[src/rtl/b06_eql_gen_pkg.sv]
// Shared types and defaults for the b06 equality/continuity generator.
package b06_pkg;

  typedef enum logic [1:0] {
    S_IDLE  = 2'b00,
    S_COUNT = 2'b01,
    S_HIT   = 2'b10
  } state_e;

  localparam int unsigned W_DEF      = 8;
  localparam int unsigned THRESH_DEF = 4;
  localparam int unsigned CNT_W_DEF  = 4;

  // Threshold must be reachable without the run counter wrapping.
  function automatic bit thresh_ok(input int unsigned thresh, input int unsigned cnt_w);
    return (thresh >= 1) && (cnt_w >= 1) && (cnt_w < 32) && (thresh < (32'd1 << cnt_w));
  endfunction

endpackage

[src/rtl/b06_eql_gen_if.sv]
// Sample/reference/handshake bundle between the b06 controller side and the generator.
interface b06_eql_gen_if #(
  parameter int unsigned W     = 8,
  parameter int unsigned CNT_W = 4
);
  logic [W-1:0]     DATA_IN;
  logic             DATA_VALID;
  logic [W-1:0]     REF_IN;
  logic             REF_LOAD;
  logic             ENABLE_COUNT;
  logic             ACKOUT;
  logic             EQL;
  logic             CONT_EQL;
  logic [CNT_W-1:0] RUN_CNT;

  modport master (
    output DATA_IN, DATA_VALID, REF_IN, REF_LOAD, ENABLE_COUNT, ACKOUT,
    input  EQL, CONT_EQL, RUN_CNT
  );

  modport slave (
    input  DATA_IN, DATA_VALID, REF_IN, REF_LOAD, ENABLE_COUNT, ACKOUT,
    output EQL, CONT_EQL, RUN_CNT
  );
endinterface

[src/rtl/b06_eql_gen_run_counter.sv]
// Saturating consecutive-match counter; clear wins over increment.
module b06_run_counter #(
  parameter int unsigned THRESH = 4,
  parameter int unsigned CNT_W  = 4
) (
  input  logic             clk,
  input  logic             rst,
  input  logic             i_clr,
  input  logic             i_inc,
  output logic [CNT_W-1:0] o_cnt,
  output logic             o_at_thresh
);

  localparam logic [CNT_W-1:0] CNT_TOP  = CNT_W'(THRESH);
  localparam logic [CNT_W-1:0] CNT_LAST = CNT_W'(THRESH - 1);

  logic [CNT_W-1:0] r_cnt;

  always_ff @(posedge clk) begin
    if (rst) begin
      r_cnt <= '0;
    end else if (i_clr) begin
      r_cnt <= '0;
    end else if (i_inc && (r_cnt != CNT_TOP)) begin
      r_cnt <= r_cnt + CNT_W'(1);
    end
  end

  // Set when one more match completes the run; decoded from the register only.
  assign o_at_thresh = (r_cnt == CNT_LAST);
  assign o_cnt       = r_cnt;

endmodule

[src/rtl/b06_eql_gen.sv]
// Equality / continuity generator feeding EQL and CONT_EQL of the b06 controller.
module b06_eql_gen
  import b06_pkg::*;
#(
  parameter int unsigned W      = W_DEF,
  parameter int unsigned THRESH = THRESH_DEF,
  parameter int unsigned CNT_W  = CNT_W_DEF
) (
  input  logic         clock,
  input  logic         RESET_G,
  b06_eql_gen_if.slave bus
);

  if (!thresh_ok(THRESH, CNT_W)) begin : g_bad_thresh
    $error("b06_eql_gen: THRESH must satisfy 1 <= THRESH < 2**CNT_W");
  end

  state_e           r_state;
  state_e           w_state_d;
  logic [W-1:0]     r_ref;
  logic             r_eql;
  logic             r_cont_eql;
  logic             w_match;
  logic             w_clr;
  logic             w_inc;
  logic             w_at_thresh;
  logic [CNT_W-1:0] w_cnt;

  // Compare against the reference held before any same-cycle load.
  assign w_match = bus.DATA_VALID && (bus.DATA_IN == r_ref);

  always_comb begin
    w_state_d = r_state;
    w_clr     = 1'b0;
    w_inc     = 1'b0;
    if (bus.ACKOUT) begin
      w_state_d = S_IDLE;
      w_clr     = 1'b1;
    end else begin
      unique case (r_state)
        S_IDLE: begin
          w_clr = 1'b1;
          if (bus.ENABLE_COUNT) w_state_d = S_COUNT;
        end
        S_COUNT: begin
          if (bus.REF_LOAD) begin
            w_clr = 1'b1;
          end else if (!bus.ENABLE_COUNT) begin
            w_state_d = S_IDLE;
            w_clr     = 1'b1;
          end else if (w_match) begin
            w_inc = 1'b1;
            if (w_at_thresh) w_state_d = S_HIT;
          end else if (bus.DATA_VALID) begin
            w_clr = 1'b1;
          end
        end
        S_HIT: ;
        default: begin
          w_state_d = S_IDLE;
          w_clr     = 1'b1;
        end
      endcase
    end
  end

  always_ff @(posedge clock) begin
    if (RESET_G) begin
      r_state    <= S_IDLE;
      r_cont_eql <= 1'b0;
    end else begin
      r_state    <= w_state_d;
      r_cont_eql <= (w_state_d == S_HIT);
    end
  end

  // Reference register and EQL; a sample alongside a load is dropped.
  always_ff @(posedge clock) begin
    if (RESET_G) begin
      r_ref <= '0;
      r_eql <= 1'b0;
    end else if (bus.REF_LOAD) begin
      r_ref <= bus.REF_IN;
      r_eql <= 1'b0;
    end else if (bus.DATA_VALID) begin
      r_eql <= w_match;
    end
  end

  b06_run_counter #(
    .THRESH (THRESH),
    .CNT_W  (CNT_W)
  ) u_run_counter (
    .clk         (clock),
    .rst         (RESET_G),
    .i_clr       (w_clr),
    .i_inc       (w_inc),
    .o_cnt       (w_cnt),
    .o_at_thresh (w_at_thresh)
  );

  assign bus.EQL      = r_eql;
  assign bus.CONT_EQL = r_cont_eql;
  assign bus.RUN_CNT  = w_cnt;

endmodule

[src/flat_wrapper.sv]
// flat-port wrapper written by rule: the top's interface ports become plain ports
module b06_eql_gen_flat import b06_pkg::*;
#(
  parameter int unsigned W      = W_DEF,
  parameter int unsigned THRESH = THRESH_DEF,
  parameter int unsigned CNT_W  = CNT_W_DEF
)
  (clock, RESET_G, bus_DATA_IN, bus_DATA_VALID, bus_REF_IN, bus_REF_LOAD, bus_ENABLE_COUNT, bus_ACKOUT, bus_EQL, bus_CONT_EQL, bus_RUN_CNT);
  b06_eql_gen_if #(.W(W), .CNT_W(CNT_W)) bus_i ();
  input  logic clock;
  input  logic RESET_G;
  input wire logic [$bits(bus_i.DATA_IN)-1:0] bus_DATA_IN;
  input wire logic [$bits(bus_i.DATA_VALID)-1:0] bus_DATA_VALID;
  input wire logic [$bits(bus_i.REF_IN)-1:0] bus_REF_IN;
  input wire logic [$bits(bus_i.REF_LOAD)-1:0] bus_REF_LOAD;
  input wire logic [$bits(bus_i.ENABLE_COUNT)-1:0] bus_ENABLE_COUNT;
  input wire logic [$bits(bus_i.ACKOUT)-1:0] bus_ACKOUT;
  output wire logic [$bits(bus_i.EQL)-1:0] bus_EQL;
  output wire logic [$bits(bus_i.CONT_EQL)-1:0] bus_CONT_EQL;
  output wire logic [$bits(bus_i.RUN_CNT)-1:0] bus_RUN_CNT;
  assign bus_i.DATA_IN = bus_DATA_IN;
  assign bus_i.DATA_VALID = bus_DATA_VALID;
  assign bus_i.REF_IN = bus_REF_IN;
  assign bus_i.REF_LOAD = bus_REF_LOAD;
  assign bus_i.ENABLE_COUNT = bus_ENABLE_COUNT;
  assign bus_i.ACKOUT = bus_ACKOUT;
  assign bus_EQL = bus_i.EQL;
  assign bus_CONT_EQL = bus_i.CONT_EQL;
  assign bus_RUN_CNT = bus_i.RUN_CNT;
  b06_eql_gen #(.W(W), .THRESH(THRESH), .CNT_W(CNT_W)) u_core (.clock(clock), .RESET_G(RESET_G), .bus(bus_i));
endmodule
[config.mk]
export PLATFORM = sky130hd
export DESIGN_NAME = b06_eql_gen_flat
export DESIGN_NICKNAME = d
export VERILOG_FILES = /design/src/rtl/b06_eql_gen_pkg.sv /design/src/rtl/b06_eql_gen_if.sv /design/src/rtl/b06_eql_gen_run_counter.sv /design/src/rtl/b06_eql_gen.sv /design/src/flat_wrapper.sv
export SDC_FILE = /design/constraint.sdc
export NUM_CORES = 1
export LEC_CHECK = 0
export ABC_AREA = 0
export BUFFER_PORTS_ARGS = -buffer_cell sky130_fd_sc_hd__clkbuf_2
export CAP_MARGIN = 10
export CORE_MARGIN = 3
export CORE_UTILIZATION = 40
export DETAILED_ROUTE_END_ITERATION = 6
export HOLD_SLACK_MARGIN = 0.06
export PLACE_DENSITY = 0.7
export SETUP_SLACK_MARGIN = 0.4
export SLEW_MARGIN = 15
export SYNTH_ARGS = -nofsm -noshare
export SYNTH_HDL_FRONTEND = slang
export SYNTH_SLANG_ARGS = --single-unit
[constraint.sdc]
create_clock -name clock -period 1.6 [get_ports clock]
set_input_delay 0.32 -clock clock [delete_from_list [all_inputs] [get_ports clock]]
set_output_delay 0.32 -clock clock [all_outputs]
set_load 0.03 [all_outputs]
==> results by group <==
Hold path
  – Worst min-delay path class: input pin to flip-flop
  – Worst hold start: bus_REF_IN[5]

Synthesis
  – Post-Synth XOR/XNOR Area: 9.968%
  – Synth top area share: 40.51%
  – Mapped Cells: 81
  – Synthesis warning total: 0
  – Mapped Area: 790.8 um^2
  – Post-synthesis register bit count: 16
  – Adder-Cell Fraction of Synth Area: 3.165%
  – Avg Inst Size Synth: 9.762 um^2
  – Synth area leaders: dfxtp_1, mux2i_1, xor2_1
  – Synth Area in Compound Gates: 9.019%
  – Post-synthesis simple-gate area fraction: 21.36%
  – Post-synthesis mux area share: 12.66%
  – Sequential fraction of the synthesis area: 40.51%
  – Net Count, Synth: 105
  – Yosys cell types: 24
  – Post-synth top area cell: dfxtp_1
  – Largest family of logic cells by synthesized area: simple AND/OR/NAND/NOR gates

STA
  – Max-slew violations: 0
  – Tmin final: 1614 ps
  – Final Skew: 4.997 ps
  – Final WS setup: -14.25 ps
  – Final hold slack: 255.2 ps
  – Final setup fails: 1
  – Hold Fails Final Rpt: 0
  – Worst-margin pin slew: 352.4 ps
  – TNS Setup: -14.25 ps
  – Fin crit share: 100.9%
  – Slew headroom: 76.35%
  – RSZ-0062 raised after global routing: yes
  – Max Fclk: 0.6195 GHz

Drt
  – Total wire length: 1.685 mm
  – # DRC: 0
  – WL per Instance: 12.04 um
  – Vias/cell: 4.986
  – Total number of vias: 698
  – Initial DRC count: 4
  – Detail Route Antenna Nets: 0
  – TritonRoute pass-1 iters: 2

Finish
  – Post-route cell area: 1089 um^2
  – End-of-flow core utilization: 60.42%
  – Area delta synth->final: 37.66%
  – Register area: 331.6 um^2
  – Diodes inserted: 0
  – Final nets: 140
  – Layout cells sized above 1: 46.09%
  – Number of fill cells: 170
  – Area of the multi-input gates: 476.7 um^2

Floorplan
  – Number of placement rows: 15
  – IO Pins: 28
  – Die area: 2546 um^2
  – DIE WIDTH: 50.46 um
  – Area of the core: 1802 um^2
  – Initial core utilization: 43.89%
  – Die Y: 50.46 um

Power and ir drop
  – Leak: 0.4833 nW
  – Pwr Density: 672.4 nW/um^2
  – Peak supply drop: 609.2 uV

Setup path
  – Worst path required time: 1830 ps
  – Crit start category: flip-flop
  – Worst setup path start: u_core.r_ref[7]
  – Arr. time, crit path: 1850 ps
  – Crit. End Element: flip-flop
  – FF-to-FF setup slack: -10 ps
  – Worst R2R Start: u_core.r_ref[7]
  – Reg2Reg Depth: 5
  – CP Max Fanout: 4
  – R2R Path End: u_core.u_run_counter.o_cnt[2]
  – Critical path class: flip-flop to flip-flop
  – Crit path capture: u_core.u_run_counter.o_cnt[2]

Clock tree
  – Clock Sinks: 16
  – H-tree Lvls: 1
  – Total CTS buffers: 3
  – Hold-fix buffers, CTS: 0
  – Clk buf depth: 2
  – Clk slew on worst S/H paths: 90 ps
  – CTS root buf: clkbuf_4
  – Worst-Skew Late Latency: 300 ps
  – CTS tree: done

Placed design
  – Post-DP HPWL: 1.264 mm
  – Final RePlAce weighted congestion: 0.7091
  – Placed instance area: 1001 um^2
  – Port Buffers: 27

Global route
  – Number of global-route vias before repair: 772
  – Largest net degree at the start of global routing: 14
  – Antenna violations before repair: 0
  – GRT overflow: 0
  – Global-route wire length before repair: 3.132 mm
  – GRT Total Usage: 16.55%

Status
  – Failing checks: negative setup slack
  – Status: finished with violations

Flow run
  – Max_cap viols: 0
## how the worst min path moves through the flow
stage                                               end  slack (ps)  cells past startpoint
after floorplan                         u_core.r_ref[0]         470                      2
after global placement                  u_core.r_ref[3]         500                      2
after detailed placement  u_core.u_run_counter.o_cnt[3]         510                      2
after CTS                               u_core.r_ref[5]         250                      3
after global routing                    u_core.r_ref[3]         270                      3
final                                   u_core.r_ref[5]         260                      3
## cells in the mapped netlist
cell and number:
or3_2 1, a311oi_2 1, xnor2_1 1, o21ai_0 5, and2_1 1, mux2i_1 10, nor4_2 2, a211oi_1 1
a21oi_1 3, or3_1 3, o31a_1 1, xor2_1 8, nand4_2 1, buf_1 1, nor3_1 2, nor4_1 1
dfxtp_1 16, nand4bb_4 1, nor2_1 10, nand3_1 2, ha_1 2, inv_1 5, clkbuf_1 1, nand2_1 2
## cell usage in the layout (no fill, tap or decap), types with 2 or more instances in the layout
master	synthesis	final
clkbuf_4	0	5
mux2i_1	10	10
buf_4	0	5
nor4_2	2	2
dfxtp_1	16	11
nor2_1	10	10
dfxtp_4	0	2
or3_1	3	3
clkbuf_2	0	22
nand2_1	2	2
nor3_1	2	2
dfxtp_2	0	3
a21oi_1	3	2
xor2_1	8	8
inv_1	5	3
clkbuf_8	0	2
o21ai_1	0	4
## critical path, stage by stage, from the launching register on
cell     delay (ps)
dfxtp_2         330
xor2_1          160
nor4_2          350
nand4_2         200
or3_1           370
a21oi_1         140
## per-stage QoR
stage / total power [mW] / cells / worst slack (ps)
final: 0.7319 / 140 / -14.25
after global routing: 0.7642 / 140 / -96.97
after CTS: 0.7440 / 140 / 15.20
after detailed placement: 0.5183 / 134 / -47.42
after global placement: 0.5159 / 134 / 3.529
after floorplan: 0.4764 / 81 / 106.7
## logic make-up after synthesis
group | Yosys count
and+or+nand+nor | 26
muxes | 10
AOI/OAI and AO/OA | 11
adders and majority gates | 2
buffers and inverters | 7
xor gates and xnor gates | 9
DFF | 16
## layout make-up
class                   count  area share (%)
inverters                   5           1.954
clock inverters             1          0.3448
clock buffers               3           2.069
multi-input cells          58           43.79
repair buffers             32           18.51
well taps                  25           2.874
flip-flops and latches     16           30.46
## registers in the layout (all words and copies together), names as in the netlist
name	cells
u_core.bus.CONT_EQL	1
u_core.bus.EQL	1
u_core.r_ref	8
u_core.r_state	2
u_core.u_run_counter.o_cnt	4
## routing by layer
layer	part of all wire (%)	GRT usage, %
met5	0	0
met4	3.3	11.21
met3	6.2	5.341
met2	48	27.61
met1	43	17.61
## power breakdown
group          internal (mW)  switching (mW)  leakage (nW)
combinational         0.0475          0.0442         0.334
sequential             0.408         0.00905         0.133
clock                 0.0910           0.132        0.0154
## repair_timing
action / in CTS / in global routing
buffers inserted: 2 / 0
pin swaps: 4 / 3
resized for setup: 8 / 11
setup endpoints to repair: 11 / 11
hold endpoints to repair: 0 / 0
No activity file was read; power rests on OpenSTA's default activity.
